`config.mk`:
```
export PLATFORM = sky130hd
export DESIGN_NAME = ibex_pext_mac_acc
export DESIGN_NICKNAME = d
export VERILOG_FILES = /design/src/rtl/ibex_pkg_pext.sv /design/src/rtl/ibex_pext_sat32.sv /design/src/rtl/ibex_pext_mac_acc.sv
export SDC_FILE = /design/constraint.sdc
export NUM_CORES = 1
export LEC_CHECK = 0
export BUFFER_PORTS_ARGS = -buffer_cell sky130_fd_sc_hd__buf_2
export CAP_MARGIN = 15
export CORE_ASPECT_RATIO = 0.6
export CORE_UTILIZATION = 57
export DETAILED_ROUTE_END_ITERATION = 8
export MAX_ROUTING_LAYER = met4
export PLACE_DENSITY = 0.81
export SLEW_MARGIN = 0
export SYNTH_ARGS = -nofsm -noshare
export SYNTH_HDL_FRONTEND = slang
export SYNTH_SLANG_ARGS = --single-unit
```
`constraint.sdc`:
```
create_clock -name clk_i -period 3.4 [get_ports clk_i]
set_input_delay 0.85 -clock clk_i [delete_from_list [all_inputs] [get_ports clk_i]]
set_output_delay 0.85 -clock clk_i [all_outputs]
set_load 0.01 [all_outputs]
```
`src/rtl/ibex_pkg_pext.sv`:
```
// ibex_pkg_pext
//   Shared types and constants for the P-extension multiply-accumulate
//   post-processing path. It holds the MAC op encoding, the FSM state
//   encoding, the 32-bit saturation bounds and small op-decode helpers.
//   Optional feature macro used by the importers: PEXT_MAC_ROUND_EN.
package ibex_pkg_pext;

  typedef enum logic [1:0] {
    PEXT_SMMWB    = 2'd0,
    PEXT_SMMWB_U  = 2'd1,
    PEXT_KMMAWB   = 2'd2,
    PEXT_KMMAWB_U = 2'd3
  } pext_mac_op_e;

  typedef enum logic [1:0] {
    ST_IDLE  = 2'd0,
    ST_SHIFT = 2'd1,
    ST_ACC   = 2'd2,
    ST_DONE  = 2'd3
  } mac_state_e;

  localparam logic [31:0] SAT_MAX32 = 32'h7FFF_FFFF;
  localparam logic [31:0] SAT_MIN32 = 32'h8000_0000;

  // KMMAWB variants add the destination register; SMMWB variants do not.
  function automatic logic is_acc_op(input pext_mac_op_e op);
    return (op == PEXT_KMMAWB) || (op == PEXT_KMMAWB_U);
  endfunction

  // The _U variants round the high word half-up when rounding is built in.
  function automatic logic is_round_op(input pext_mac_op_e op);
    return (op == PEXT_SMMWB_U) || (op == PEXT_KMMAWB_U);
  endfunction

endpackage

```
`src/rtl/ibex_pext_sat32.sv`:
```
// ibex_pext_sat32
//   Combinational clamp of a 33-bit two's-complement sum into 32 bits.
//   Ports:
//     sum  in  33  signed sum to clamp
//     res  out 32  clamped result
//     ovf  out 1   sum was outside the 32-bit signed range
module ibex_pext_sat32
  import ibex_pkg_pext::*;
(
  input  logic [32:0] sum,
  output logic [31:0] res,
  output logic        ovf
);

  // A 33-bit sum fits in 32 bits exactly when its two top bits agree.
  // The top bit then tells which bound was crossed.
  always_comb begin
    ovf = sum[32] ^ sum[31];
    res = sum[31:0];
    if (ovf) begin
      res = sum[32] ? SAT_MIN32 : SAT_MAX32;
    end
  end

endmodule

```
`src/rtl/ibex_pext_mac_acc.sv`:
```
// ibex_pext_mac_acc
//   Post-multiplier stage for SMMWB/KMMAWB (and _U rounding variants).
//   It takes the 48-bit signed 32x16 product, keeps the high word, optionally
//   rounds, optionally adds rd and saturates to 32 bits. It keeps a sticky
//   saturation flag.
//   Optional feature macro: PEXT_MAC_ROUND_EN (enables _U rounding; when
//   undefined the _U ops behave like the plain ops and no rounding adder
//   exists).
//   Ports:
//     clk_i, rst_ni      clock, async active-low reset
//     valid_i / ready_o  upstream product handshake
//     prod_i             48-bit signed product
//     rd_val_i           32-bit accumulate addend
//     op_i               pext_mac_op_e operation
//     result_o           32-bit writeback word
//     valid_o / ready_i  writeback handshake
//     vxsat_clr_i        clears the sticky flag
//     vxsat_o            sticky saturation flag
//
//   Handshake: a transfer happens on a rising clk edge where valid==1 and
//   ready==1 on the same channel. Upstream: ready_o is high only in IDLE, and
//   valid_i in any other state is ignored (nothing is queued). Downstream:
//   valid_o is high only in DONE, and result_o holds until ready_i is seen.
module ibex_pext_mac_acc
  import ibex_pkg_pext::*;
(
  input  logic         clk_i,
  input  logic         rst_ni,
  input  logic         valid_i,
  output logic         ready_o,
  input  logic [47:0]  prod_i,
  input  logic [31:0]  rd_val_i,
  input  pext_mac_op_e op_i,
  output logic [31:0]  result_o,
  output logic         valid_o,
  input  logic         ready_i,
  input  logic         vxsat_clr_i,
  output logic         vxsat_o
);

  mac_state_e   state_q, state_d;
  logic [47:0]  prod_q;
  logic [31:0]  rd_q;
  pext_mac_op_e op_q;
  logic [31:0]  hi_q;
  logic [31:0]  hi_d;
  logic [32:0]  sum_d;
  logic [31:0]  sat_res;
  logic         sat_ovf;
  logic [31:0]  result_q;
  logic         vxsat_q;
  logic         accept;

  assign accept = valid_i && (state_q == ST_IDLE);

  // ---------------- FSM ----------------
  always_ff @(posedge clk_i or negedge rst_ni) begin
    if (!rst_ni) begin
      state_q <= ST_IDLE;
    end else begin
      state_q <= state_d;
    end
  end

  always_comb begin
    state_d = state_q;
    ready_o = 1'b0;
    valid_o = 1'b0;
    case (state_q)
      ST_IDLE: begin
        ready_o = 1'b1;
        if (valid_i) state_d = ST_SHIFT;
      end
      ST_SHIFT: state_d = ST_ACC;
      ST_ACC:   state_d = ST_DONE;
      ST_DONE: begin
        valid_o = 1'b1;
        if (ready_i) state_d = ST_IDLE;
      end
      default:  state_d = ST_IDLE;
    endcase
  end

  // ---------------- datapath ----------------
`ifdef PEXT_MAC_ROUND_EN
  // prod is a 32x16 product, so |prod[47:16]| stays well below 2^31 and the
  // +1 cannot wrap.
  assign hi_d = prod_q[47:16] + {31'b0, is_round_op(op_q) & prod_q[15]};
`else
  assign hi_d = prod_q[47:16];
  logic unused_prod_lsb;
  assign unused_prod_lsb = ^prod_q[15:0];
`endif

  // Sign-extend both operands to 33 bits so the saturator sees the true sum.
  always_comb begin
    sum_d = {hi_q[31], hi_q};
    if (is_acc_op(op_q)) begin
      sum_d = {hi_q[31], hi_q} + {rd_q[31], rd_q};
    end
  end

  ibex_pext_sat32 u_sat32 (
    .sum (sum_d),
    .res (sat_res),
    .ovf (sat_ovf)
  );

  always_ff @(posedge clk_i or negedge rst_ni) begin
    if (!rst_ni) begin
      prod_q   <= '0;
      rd_q     <= '0;
      op_q     <= PEXT_SMMWB;
      hi_q     <= '0;
      result_q <= '0;
      vxsat_q  <= 1'b0;
    end else begin
      if (accept) begin
        prod_q <= prod_i;
        rd_q   <= rd_val_i;
        op_q   <= op_i;
      end
      if (state_q == ST_SHIFT) begin
        hi_q <= hi_d;
      end
      if (state_q == ST_ACC) begin
        result_q <= sat_res;
      end
      // Set wins over clear in the same cycle.
      vxsat_q <= (vxsat_q & ~vxsat_clr_i) | ((state_q == ST_ACC) & sat_ovf);
    end
  end

  assign result_o = result_q;
  assign vxsat_o  = vxsat_q;

endmodule

```
# After elaboration in Yosys (flattened, before gate mapping)

Cells that the tools add are included.

Add/sub/neg operators: 1
Equality and inequality tests: 7
Reduce and logical (&&, ||, !) cells: 4
Muxes and demuxes: 8
Bitwise logic cells: 5

Operators with widths:

| kind                                           | count |
|---|---|
| 2-to-1 mux 32 bit                              | 2 |
| adder 32 x 32 -> 33 bit                        | 1 |
| 2-to-1 mux 33 bit                              | 1 |
| == test 2 bit (second input constant)          | 4 |
| case mux 2 bit (4 select lines)                | 1 |
| 2-to-1 mux 2 bit                               | 2 |
| != test 2 bit (second input constant)          | 2 |
| AND 1 bit                                      | 2 |
| == test 2 x 1 -> 1 bit (second input constant) | 1 |
| zero test 2 bit                                | 1 |
| 2-to-1 mux 1 bit                               | 2 |
| AND reduction 2 bit                            | 1 |
| logical AND 1 bit                              | 1 |
| logical OR 1 bit                               | 1 |
| inverter 1 bit                                 | 1 |
| bitwise OR 1 bit                               | 1 |
| bitwise XOR 1 bit                              | 1 |

Output and inout bits: 35
Input port bits: 87
Register bits after elaboration: 149

# Logic depth before layout (Yosys ltp)

Depth after elaboration: 6
Depth in mapped cells: 13

# Cells and area by module

From an unflattened synthesis, not the netlist that was laid out.

Cell total of the unflattened synthesis: 662
Area total of the unflattened synthesis: 7,432.1 um^2

By module, submodules not included:

| module            | cells each | area each (um^2) | sequential area each (um^2) | instances |
|---|---|---|---|---|
| ibex_pext_mac_acc | 587        | 7,048.0          | 3,303.2                     | 1 |
| ibex_pext_sat32   | 75         | 384.1            | 0.0                         | 1 |

# Worst setup path before layout

OpenSTA, ideal clock, no wires.

Path kind: register -> register
Start: reg hi_q[0]
End: reg result_q[29], in the netlist result_o[29]
Cell stages (with the launch flop): 14
Library setup time: 0.082 ns
Required time: 3.318 ns
Period minus slack after synthesis: 2.757 ns
Arrival: 2.675 ns
Setup slack: 0.643 ns
Path through: dfrtp_1 > ha_1 > inv_1 > fa_1 > nand2b_1 > a21o_1 > a211oi_1 > or3_4 > a41o_1 > a31oi_4 > xnor2_2 > buf_6 > nand4_1 > a31oi_1

Cells in the longest elaborated chain, start to end: 4

RTL lines:

| element                                                       | RTL line                                     | RTL |
|---|---|---|
| from (decl)                                                   | ibex_pext_mac_acc.sv:45                      | `logic [31:0] hi_q;` |
| from (signal assigned)                                        | ibex_pext_mac_acc.sv:124                     | `hi_q <= hi_d;` |
| adder 32 x 32 -> 33 bit *                                     | ibex_pext_mac_acc.sv:99                      | `sum_d = {hi_q[31], hi_q} + {rd_q[31], rd_q};` |
| 2-to-1 mux 33 bit *                                           | ibex_pext_mac_acc.sv:98                      | `if (is_acc_op(op_q)) begin` |
| 2-to-1 mux 32 bit / bitwise XOR 1 bit (equally long branches) | ibex_pext_sat32.sv:21, ibex_pext_sat32.sv:18 |  |
| 2-to-1 mux 32 bit *                                           | ibex_pext_sat32.sv:20                        | `if (ovf) begin` |
| to (signal assigned)                                          | ibex_pext_mac_acc.sv:127                     | `result_q <= sat_res;` |
| to (decl)                                                     | ibex_pext_mac_acc.sv:50                      | `logic [31:0] result_q;` |

Mark *: on every way between the ends. The rest lies on a longest branch, timed or not.
A chain may end at the register's enable or synchronous reset.

# Final worst setup path

Start: reg hi_q[0]
End: reg result_q[28], in the netlist result_o[28]

The elaborated chain is that of the path after synthesis.

==> flow_metrics.env <==
export IMPL_setup_violations=0
export IMPL_synth_top_family_by_area="multiplexers"
export IMPL_synth_area_per_cell_sq_um=10.77
export IMPL_die_area_sq_mm=0.01280
export IMPL_syn_inst=653
export IMPL_tightest_slew_ns=0.9734
export IMPL_hold_ws_ns=0.4983
export IMPL_post_synth_top_area_cell="dfrtp_1"
export IMPL_diodes=0
export IMPL_cts_sinks=132
export IMPL_synthXorXnorAreaFrac_pct=3.470
export IMPL_dp_cells=894
export IMPL_min_period_ns=3.200
export IMPL_first_pass_iters=5
export IMPL_cts_tree="done"
export IMPL_grt_first_pass_wirelength_um=28570
export IMPL_cts_root_buffer="clkbuf_16"
export IMPL_async_flop_share_pct=100.0
export IMPL_crit_path_start_kind="register"
export IMPL_hpwl_um=11710
export IMPL_drc=0
export IMPL_fmax_mhz=312.5
export IMPL_cp_startpoint="hi_q[0]"
export IMPL_muxShareOfSynthArea_pct=15.68
export IMPL_grt_use_total_pct=29.68
export IMPL_layout_drive_gt1_share_pct=32.51
export IMPL_ant_nets=0
export IMPL_final_setup_skew_ns=0.008103
export IMPL_synthSimpleGateAreaFrac_pct=11.35
export IMPL_synth_area_leaders="dfrtp_1 (47%), mux2_2 (16%), ha_1 (6.4%), a31oi_1 (3.1%), nand2_1 (3.0%)"
export IMPL_ys_flop_type="dfrtp_1"
export IMPL_worstPathArrival_ns=3.53
export IMPL_ys_top_cells_by_count="dfrtp_1 (132), mux2_2 (97), nand2_1 (56)"
export IMPL_cts_buffers=17
export IMPL_wirelength_um=17130
export IMPL_yosysTopAreaCellShare_pct=46.98
export IMPL_finalNetCount=877
export IMPL_hp_class="register to register"
export IMPL_insertion_delay_ns=0.42
export IMPL_grt_pass1_vias=5590
export IMPL_synth_adder_area_share_pct=6.692
export IMPL_setup_tns_ns=0
export IMPL_clk_pin_slew_worst_paths_ns=0.06
export IMPL_core_sq_mm=0.01164
export IMPL_drt_iter0_markers=549
export IMPL_slew_violations=0
export IMPL_synth_fp_nets=777
export IMPL_die_w_um=145.4
export IMPL_status="finished, final reports clean"
export IMPL_h_tree_depth=4
export IMPL_grt_max_degree=133
export IMPL_path_class="register to register"
export IMPL_ys_warn_count=0
export IMPL_vias=5539
export IMPL_hold_viol_final=0
export IMPL_antenna_found_initial=0
export IMPL_grt_ovfl_total=0
export IMPL_netlist_area_sq_mm=0.007030
export IMPL_clockBufferDepth=2
export IMPL_synth_distinct_cells=51
export IMPL_reg2reg_from="hi_q[0]"
export IMPL_gp_congestion=0.9061
export IMPL_rsz0062_at_grt="false"
export IMPL_maxSlewHeadroom_pct=35.10
export IMPL_synth_compound_area_share_pct=12.99
export IMPL_layoutNonFillerInstCount=926
export IMPL_start_util_pct=60.42
export IMPL_syn2layout_area_growth_pct=19.02
export IMPL_synth_seq_cells=132
export IMPL_nFillCells=838
export IMPL_synth_edf_count=0
export IMPL_worstSetupEndpointType="register"
export IMPL_dieHeight_um=88.03
export IMPL_critPathMaxFanout=5
export IMPL_period_share_pct=94.13
export IMPL_cts_setup_buffers=0
export IMPL_yosysSeqAreaShare_pct=46.98
export IMPL_fin_util_pct=71.91
export IMPL_io_pins=122
export IMPL_portBuffers=104
export IMPL_wl_per_cell_um=18.49
export IMPL_synth_most_common_cell="dfrtp_1"
export IMPL_rows=30
export IMPL_cap_viol_max_count=0
export IMPL_crit_required_ns=3.73
export IMPL_viasPerCell=5.982
export IMPL_hp_start="prod_q[19]"
-- sequential cells by signal, summed over array words and instances, names as in the netlist --
name      count
hi_q         32
prod_q       32
rd_q         32
result_o     32
state_q       2
op_q          1
vxsat_o       1
-- per-stage QoR --
step	worst slack [ns]	cell area [sq um]
finish	0.1997	8368
global route	0.01255	8368
CTS	0.1190	8338
detailed placement	0.1396	7710
global placement	0.2494	7710
floorplan	0.6435	7030
-- per-layer routing --
layer	GRT usage (%)	up-vias	wire length, um
li1	-	2563	-
met2	43.66	231	7376
met1	41.25	2716	8458
met5	-	-	0
met3	6.042	29	1084
met4	9.665	0	206
-- worst paths after layout --
check / end / slack [ns] / cells after the start
max: result_o[28] / 0.20 / 13
min: prod_q[19] / 0.50 / 1
max reg2reg: result_o[28] / 0.20 / 13
min reg2reg: prod_q[19] / 0.50 / 1
max in group asynchronous: prod_q[28] / 2.34 / 2
min in group asynchronous: prod_q[20] / 0.54 / 2
-- critical path, cell delays in order (launching register included) --
cell,delay [ns]
dfrtp_1,0.38
ha_1,0.22
inv_1,0.07
fa_1,0.39
nand2b_1,0.20
a21o_1,0.22
a211oi_1,0.28
or3_4,0.22
a41o_4,0.26
a31oi_4,0.13
xnor2_4,0.23
buf_4,0.17
nand3_1,0.10
a31oi_1,0.25
-- cells by family (layout without fill, tap and decap cells) --
logic type | after synthesis | count (layout)
fa+ha+maj | 37 | 37
compound gates | 140 | 140
buf+inv | 46 | 159
mux | 98 | 98
flops | 132 | 132
xor+xnor | 27 | 27
simple gates | 173 | 173
-- timing repair --
action | 4_1_cts | 5_1_grt
resized for setup | 0 | 4
hold buffers | 0 | 0
setup endpoints to repair | 0 | 29
-- layout make-up --
type	instances	area, sq um	share of cell area (%)
sequential	132	3303	39.47
multi-input combinational	475	3553	42.46
inverter	12	45.04	0.5383
clock buffer	21	450.4	5.383
clock inverter	11	177.7	2.123
tap	160	200.2	2.392
timing repair buffer	115	638.1	7.626
-- cells in the final DEF, fill, tap and decap left out, drive strengths merged, types with 4 or more instances in the layout --
master	count
a211oi	4
a21o	17
a21oi	34
a31oi	36
and2	4
and3	8
buf	115
bufinv	4
clkbuf	21
clkinv	4
dfrtp	132
ha	36
inv	12
mux2	97
nand2	56
nand2b	5
nand3	35
nand4	4
nor2	44
nor2b	8
nor3	4
o211ai	6
o21a	5
o21ai	19
xnor2	15
xor2	12
Power is left out: the tool's default activity adds up to more than one toggle a clock period on the data nets, which glitch-free logic cannot reach.
